<file path="src/rtl/uart_sync_fifo_pkg.sv">
// uart_fifo_pkg: shared helpers and the FIFO status record used by the FIFO
// and by the UART status registers.
//   ptr_w(depth)   pointer width for a power-of-two depth
//   is_pow2(n)     true when n is a power of two and >= 2
//   fifo_status_t  empty/full/almost_empty/almost_full/overflow/underflow
package uart_fifo_pkg;

    function automatic int ptr_w(input int depth);
        return $clog2(depth);
    endfunction

    function automatic bit is_pow2(input int n);
        return (n >= 2) && ((n & (n - 1)) == 0);
    endfunction

    typedef struct packed {
        logic empty;
        logic full;
        logic almost_empty;
        logic almost_full;
        logic overflow;
        logic underflow;
    } fifo_status_t;

endpackage

</file>
<file path="src/rtl/uart_sync_fifo_if.sv">
// uart_sync_fifo_if: host-side bundle of the UART FIFO.
//   master : drives wr_en/wr_data/rd_en/clr_err, observes data and status
//   slave  : the FIFO itself
//   Signals: wr_en, wr_data[WIDTH], rd_en, rd_data[WIDTH], rd_valid,
//            count[ptr_w(DEPTH)+1], empty, full, almost_empty, almost_full,
//            overflow, underflow, clr_err
interface uart_sync_fifo_if #(
    parameter int WIDTH = 8,
    parameter int DEPTH = 16
);
    import uart_fifo_pkg::*;

    localparam int CW = ptr_w(DEPTH) + 1;

    logic             wr_en;
    logic [WIDTH-1:0] wr_data;
    logic             rd_en;
    logic [WIDTH-1:0] rd_data;
    logic             rd_valid;
    logic [CW-1:0]    count;
    logic             empty;
    logic             full;
    logic             almost_empty;
    logic             almost_full;
    logic             overflow;
    logic             underflow;
    logic             clr_err;

    modport master (
        output wr_en, wr_data, rd_en, clr_err,
        input  rd_data, rd_valid, count, empty, full,
               almost_empty, almost_full, overflow, underflow
    );

    modport slave (
        input  wr_en, wr_data, rd_en, clr_err,
        output rd_data, rd_valid, count, empty, full,
               almost_empty, almost_full, overflow, underflow
    );

endinterface

</file>
<file path="src/rtl/uart_fifo_ram.sv">
// uart_fifo_ram: simple dual-port storage, one synchronous write port and one
// asynchronous read port. No reset; contents are undefined until written.
//   clk    clock
//   we     write enable, waddr/wdata written on the rising edge
//   raddr  read address, rdata follows it combinationally
module uart_fifo_ram
    import uart_fifo_pkg::*;
#(
    parameter int WIDTH = 8,
    parameter int DEPTH = 16,
    localparam int AW   = ptr_w(DEPTH)
) (
    input  logic             clk,
    input  logic             we,
    input  logic [AW-1:0]    waddr,
    input  logic [WIDTH-1:0] wdata,
    input  logic [AW-1:0]    raddr,
    output logic [WIDTH-1:0] rdata
);

    logic [WIDTH-1:0] mem [DEPTH];

    always_ff @(posedge clk) begin
        if (we) mem[waddr] <= wdata;
    end

    assign rdata = mem[raddr];

endmodule

</file>
<file path="src/rtl/uart_sync_fifo.sv">
// uart_sync_fifo: single-clock FIFO between the UART datapath and the host.
//   clk, reset   clock and synchronous active-high reset
//   bus          uart_sync_fifo_if.slave (write/read handshake, fill count,
//                thresholds, sticky overflow/underflow, clr_err)
// Build option: define UART_FIFO_FWFT_EN for first-word-fall-through, where
// rd_data always shows the head and rd_valid = !empty. Otherwise rd_data is
// registered on an accepted read and rd_valid pulses the following cycle.
module uart_sync_fifo
    import uart_fifo_pkg::*;
#(
    parameter int WIDTH     = 8,
    parameter int DEPTH     = 16,
    parameter int AF_MARGIN = 2,
    parameter int AE_MARGIN = 2
) (
    input  logic clk,
    input  logic reset,
    uart_sync_fifo_if.slave bus
);

    localparam int PW = ptr_w(DEPTH);
    localparam int CW = PW + 1;
    localparam logic [CW-1:0] FULL_LVL = CW'(DEPTH);
    localparam logic [CW-1:0] AF_LVL   = CW'(DEPTH - AF_MARGIN);
    localparam logic [CW-1:0] AE_LVL   = CW'(AE_MARGIN);

    if (!is_pow2(DEPTH)) begin : g_depth_chk
        $error("uart_sync_fifo: DEPTH must be a power of two >= 2");
    end

    logic [PW-1:0]    wptr, rptr;
    logic [CW-1:0]    count;
    logic             ovf, unf;
    logic             wr_acc, rd_acc;
    logic [WIDTH-1:0] ram_q;
    fifo_status_t     status;

    // Flags come from the registered count, so they settle one cycle after
    // the access. A write while full is refused even if a read is popping.
    always_comb begin
        status              = '0;
        status.empty        = (count == '0);
        status.full         = (count == FULL_LVL);
        status.almost_empty = (count <= AE_LVL);
        status.almost_full  = (count >= AF_LVL);
        status.overflow     = ovf;
        status.underflow    = unf;
    end

    assign wr_acc = bus.wr_en && !status.full;
    assign rd_acc = bus.rd_en && !status.empty;

    always_ff @(posedge clk) begin
        if (reset) begin
            wptr  <= '0;
            rptr  <= '0;
            count <= '0;
            ovf   <= 1'b0;
            unf   <= 1'b0;
        end else begin
            if (wr_acc) wptr <= wptr + 1'b1;
            if (rd_acc) rptr <= rptr + 1'b1;
            case ({wr_acc, rd_acc})
                2'b10:   count <= count + 1'b1;
                2'b01:   count <= count - 1'b1;
                default: ;
            endcase
            // A new error in the same cycle as clr_err keeps the flag set.
            if (bus.wr_en && status.full) ovf <= 1'b1;
            else if (bus.clr_err)         ovf <= 1'b0;
            if (bus.rd_en && status.empty) unf <= 1'b1;
            else if (bus.clr_err)          unf <= 1'b0;
        end
    end

    uart_fifo_ram #(.WIDTH(WIDTH), .DEPTH(DEPTH)) u_ram (
        .clk   (clk),
        .we    (wr_acc),
        .waddr (wptr),
        .wdata (bus.wr_data),
        .raddr (rptr),
        .rdata (ram_q)
    );

`ifdef UART_FIFO_FWFT_EN
    assign bus.rd_data  = ram_q;
    assign bus.rd_valid = !status.empty;
`else
    logic [WIDTH-1:0] rd_data_q;
    logic             rd_valid_q;

    always_ff @(posedge clk) begin
        if (reset) begin
            rd_data_q  <= '0;
            rd_valid_q <= 1'b0;
        end else begin
            rd_valid_q <= rd_acc;
            if (rd_acc) rd_data_q <= ram_q;
        end
    end

    assign bus.rd_data  = rd_data_q;
    assign bus.rd_valid = rd_valid_q;
`endif

    assign bus.count        = count;
    assign bus.empty        = status.empty;
    assign bus.full         = status.full;
    assign bus.almost_empty = status.almost_empty;
    assign bus.almost_full  = status.almost_full;
    assign bus.overflow     = status.overflow;
    assign bus.underflow    = status.underflow;

endmodule

</file>
<file path="src/flat_wrapper.sv">
// flat-port wrapper written by rule: the top's interface ports become plain ports
module uart_sync_fifo_flat import uart_fifo_pkg::*;
#(
    parameter int WIDTH     = 8,
    parameter int DEPTH     = 16,
    parameter int AF_MARGIN = 2,
    parameter int AE_MARGIN = 2
)
  (clk, reset, bus_wr_en, bus_wr_data, bus_rd_en, bus_clr_err, bus_rd_data, bus_rd_valid, bus_count, bus_empty, bus_full, bus_almost_empty, bus_almost_full, bus_overflow, bus_underflow);
  uart_sync_fifo_if #(.WIDTH(WIDTH), .DEPTH(DEPTH)) bus_i ();
  input  logic clk;
  input  logic reset;
  input wire logic [$bits(bus_i.wr_en)-1:0] bus_wr_en;
  input wire logic [$bits(bus_i.wr_data)-1:0] bus_wr_data;
  input wire logic [$bits(bus_i.rd_en)-1:0] bus_rd_en;
  input wire logic [$bits(bus_i.clr_err)-1:0] bus_clr_err;
  output wire logic [$bits(bus_i.rd_data)-1:0] bus_rd_data;
  output wire logic [$bits(bus_i.rd_valid)-1:0] bus_rd_valid;
  output wire logic [$bits(bus_i.count)-1:0] bus_count;
  output wire logic [$bits(bus_i.empty)-1:0] bus_empty;
  output wire logic [$bits(bus_i.full)-1:0] bus_full;
  output wire logic [$bits(bus_i.almost_empty)-1:0] bus_almost_empty;
  output wire logic [$bits(bus_i.almost_full)-1:0] bus_almost_full;
  output wire logic [$bits(bus_i.overflow)-1:0] bus_overflow;
  output wire logic [$bits(bus_i.underflow)-1:0] bus_underflow;
  assign bus_i.wr_en = bus_wr_en;
  assign bus_i.wr_data = bus_wr_data;
  assign bus_i.rd_en = bus_rd_en;
  assign bus_i.clr_err = bus_clr_err;
  assign bus_rd_data = bus_i.rd_data;
  assign bus_rd_valid = bus_i.rd_valid;
  assign bus_count = bus_i.count;
  assign bus_empty = bus_i.empty;
  assign bus_full = bus_i.full;
  assign bus_almost_empty = bus_i.almost_empty;
  assign bus_almost_full = bus_i.almost_full;
  assign bus_overflow = bus_i.overflow;
  assign bus_underflow = bus_i.underflow;
  uart_sync_fifo #(.WIDTH(WIDTH), .DEPTH(DEPTH), .AF_MARGIN(AF_MARGIN), .AE_MARGIN(AE_MARGIN)) u_core (.clk(clk), .reset(reset), .bus(bus_i));
endmodule
</file>
<file path="config.mk">
export PLATFORM = sky130hd
export DESIGN_NAME = uart_sync_fifo_flat
export DESIGN_NICKNAME = d
export VERILOG_FILES = /design/src/rtl/uart_sync_fifo_pkg.sv /design/src/rtl/uart_sync_fifo_if.sv /design/src/rtl/uart_fifo_ram.sv /design/src/rtl/uart_sync_fifo.sv /design/src/flat_wrapper.sv
export SDC_FILE = /design/constraint.sdc
export NUM_CORES = 1
export LEC_CHECK = 0
export ABC_AREA = 0
export CAP_MARGIN = 20
export CORE_ASPECT_RATIO = 0.9
export CORE_MARGIN = 3
export CORE_UTILIZATION = 55
export CTS_BUF_LIST = sky130_fd_sc_hd__clkbuf_8
export DETAILED_ROUTE_END_ITERATION = 16
export PLACE_DENSITY = 0.79
export SLEW_MARGIN = 20
export SYNTH_ARGS = -nofsm -noshare
export SYNTH_HDL_FRONTEND = slang
export SYNTH_SLANG_ARGS = --single-unit
</file>
<file path="constraint.sdc">
create_clock -name clk -period 2.8 [get_ports clk]
set_clock_uncertainty 0.2 [all_clocks]
set_input_delay 0.56 -clock clk [delete_from_list [all_inputs] [get_ports clk]]
set_output_delay 0.56 -clock clk [all_outputs]
set_load 0.01 [all_outputs]
</file>
==> summary.md <==
| Metric | Value |
|---|---|
| Max-slew headroom | `52.13%` |
| Syn Nets | `431` |
| Top cells by instance count after synthesis | `edfxtp_1 (128), mux2i_1 (67), nor2_1 (38)` |
| Pre-antenna DRT Iters | `5` |
| Hold Vio Cnt, Final | `0` |
| Post-synthesis sequential area ratio | `69.80%` |
| Top cell type by total area after synthesis | `edfxtp_1` |
| Status | `finished clean` |
| #FFs+latches synth | `152` |
| Drt initial violations | `380` |
| Residual DRC | `0` |
| Setup TNS | `0 ns` |
| Finished Cell Area | `0.007276 mm2` |
| Detail Placement HPWL | `8481 um` |
| Hold slack | `0.3057 ns` |
| Crit path kind | `flip-flop to primary output` |
| First-pass GRT wire length | `19,980 um` |
| Area growth syn-to-layout | `17.45%` |
| Synth async-reset ratio | `0%` |
| Fin nets | `487` |
| Setup violations, final | `0` |
| Area after DPL | `0.006820 mm2` |
| Final number of max-transition violations | `0` |
| Final worst path period share | `94.51%` |
| Die Wd | `117.9 um` |
| Unique masters post-synth | `40` |
| Setup bufs post-CTS | `0` |
| Predominant post-synthesis flop cell | `edfxtp_1` |
| Ranking of synthesized cells by area | `edfxtp_1 (62%), mux2i_1 (11%), dfxtp_1 (7.8%)` |
| FF+latch area | `0.004328 mm2` |
| Site Rows | `36` |
| Mapped cell area | `0.006195 mm2` |
| Hold buffers post-CTS | `0` |
| Filler Cell Count | `750` |
| Antenna violations before repair | `0` |
| Worst Hold Class | `flip-flop to flip-flop` |
| Post-synth EDFFs | `128` |
| Critical Path Fanout Max | `9` |
| Vias in the first global route | `3,608` |
| Worst Tran Pin Value | `0.7157 ns` |
| Root Driver | `clkbuf_8` |
| Initial Util | `56.83%` |
| Critical Path AT | `1.89 ns` |
| Routed vias | `3,631` |
| Overall Global Routing Usage | `21.45%` |
| Fmax | `0.3779 GHz` |
| Post-Syn Instances | `410` |
| Area of the multi-input gates | `0.001707 mm2` |
| Min Clock Period, post-route | `2.646 ns` |
| Antenna Cells | `0` |
| Max clock buf depth | `2` |
| Core Region | `0.01090 mm2` |
| CTS H-tree depth | `4` |
| Leakage power | `2.369 nW` |
| DR WL/cell | `20.30 um` |
| Buffers on Ports | `32` |
| Io pins | `33` |
| Maximum vdd drop | `660.4 uV` |
| Clk slew on worst S/H paths | `0.08 ns` |
| Syn avg cell area | `15.11 um2` |
| Most instantiated library cell after synthesis | `edfxtp_1` |
| Critical Path Start Type | `flip-flop` |
| Vias per inst | `5.754` |
| Power Density | `817.9 mW/mm2` |
| Gp weighted congestion | `0.8191` |
| CTS sink cnt | `152` |
| TritonCTS clock tree | `done` |
| Fraction of layout cells with a size suffix above 1 | `15.45%` |
| Final wirelength | `12,810 um` |
| Number of max-cap violations | `0` |
| Routed Antenna Nets | `0` |
| TritonCTS buffer count | `17` |
| Data required, critical path | `2.04 ns` |
| Largest net degree at the start of global routing | `37` |
| Yosys warns | `0` |
| Die height | `106.7 um` |
| Die area | `0.01257 mm2` |
| CP endpoint kind | `primary output` |
| Clock Latency Late Sink | `0.43 ns` |
| Unrepaired setup endpoints after global routing | `false` |
| Post-synth top area share | `62.05%` |
| Grt ovf | `0` |
==> where the power goes <==
group          internal (mW)  switching (mW)
clock                   1.05           0.774
sequential              2.61           0.122
combinational          0.653           0.743
total                   4.31            1.64
==> layout make-up <==
cell class              instances  share of cell area, %
inverters                       5                 0.2580
multi-input cells             224                  23.46
well taps                     152                  2.614
flip-flops and latches        152                  59.48
clock inverters                15                  2.889
clock buffers                  17                  3.216
repair buffers                 66                  8.083
==> what timing repair did <==
item,4_1_cts,5_1_grt
resized for setup,3,2
gates cloned,0,0
endpoints found under the hold margin,0,0
setup endpoints to repair,2,3
==> flip-flops by register name, indices dropped and copies added, names as in the netlist <==
signal / flops
u_core.bus.rd_valid: 1
u_core.wptr: 4
u_core.bus.count: 5
u_core.u_ram.mem: 128
u_core.rptr: 4
u_core.bus.underflow: 1
u_core.bus.rd_data: 8
u_core.bus.overflow: 1
==> cell usage in the layout (no fill, tap or decap), types with 3 or more instances in the layout <==
cell             instances
nor3_1                   4
clkinv_2                 3
nor4_1                   8
clkinv_4                 3
bufinv_16                5
nand3b_1                 4
mux2i_1                 67
a21oi_1                  3
dfxtp_1                 23
or3b_1                   3
xnor2_1                  3
inv_1                    7
xor2_1                   7
ha_1                     8
a211oi_1                 8
nor2_1                  37
clkdlybuf4s50_1         29
buf_4                   33
nor2b_1                  4
nand2_1                  5
o211ai_1                 3
clkbuf_8                17
o22ai_1                 33
edfxtp_1               128
==> path summary, 6_finish.rpt <==
| kind | end | from | cells past startpoint | slack, ns |
|---|---|---|---|---|
| max | bus_empty | u_core.bus.count[3]$_SDFFE_PP0P_ | 4 | 0.15 |
| min | u_core.bus.rd_data[1]$_SDFFE_PP0P_ | u_core.bus.rd_data[1]$_SDFFE_PP0P_ | 2 | 0.31 |
| max reg2reg | u_core.bus.count[4]$_SDFFE_PP0P_ | u_core.bus.count[0]$_SDFFE_PP0P_ | 10 | 0.22 |
| min reg2reg | u_core.bus.rd_data[1]$_SDFFE_PP0P_ | u_core.bus.rd_data[1]$_SDFFE_PP0P_ | 2 | 0.31 |
==> layer usage <==
| metal | wire [um] | track usage [%] |
|---|---|---|
| met1 | 5507 | 28.51 |
| met2 | 6231 | 34.67 |
| met3 | 886 | 5.485 |
| met4 | 182 | 7.782 |
| met5 | 0 | 0 |
==> kinds of logic after synthesis <==
family / synth area share, %
and+or+nand+nor: 6.484
DFF: 69.80
buffers and inverters: 3.111
xor gates and xnor gates: 1.414
muxes: 11.19
adders and majority gates: 1.616
AOI/OAI and AO/OA: 6.383
==> stage by stage <==
step                      power [mW]  setup WS (ns)  cells  utilization [%]
final                          5.951         0.1538    631            66.75
after global routing           6.212        0.04997    631            66.75
after CTS                      5.959        0.06193    631            66.64
after detailed placement       4.167        -0.1616    599            62.57
after global placement         4.099       -0.06306    599            62.57
after floorplan                3.589        0.02091    410                -
==> critical path, stage by stage, from the launching register on <==
cell,delay (ns)
dfxtp_1,0.35
buf_4,0.18
or4_4,0.50
nor2_1,0.14
dlygate4sd2_1,0.28
No activity file was read; power rests on OpenSTA's default activity.
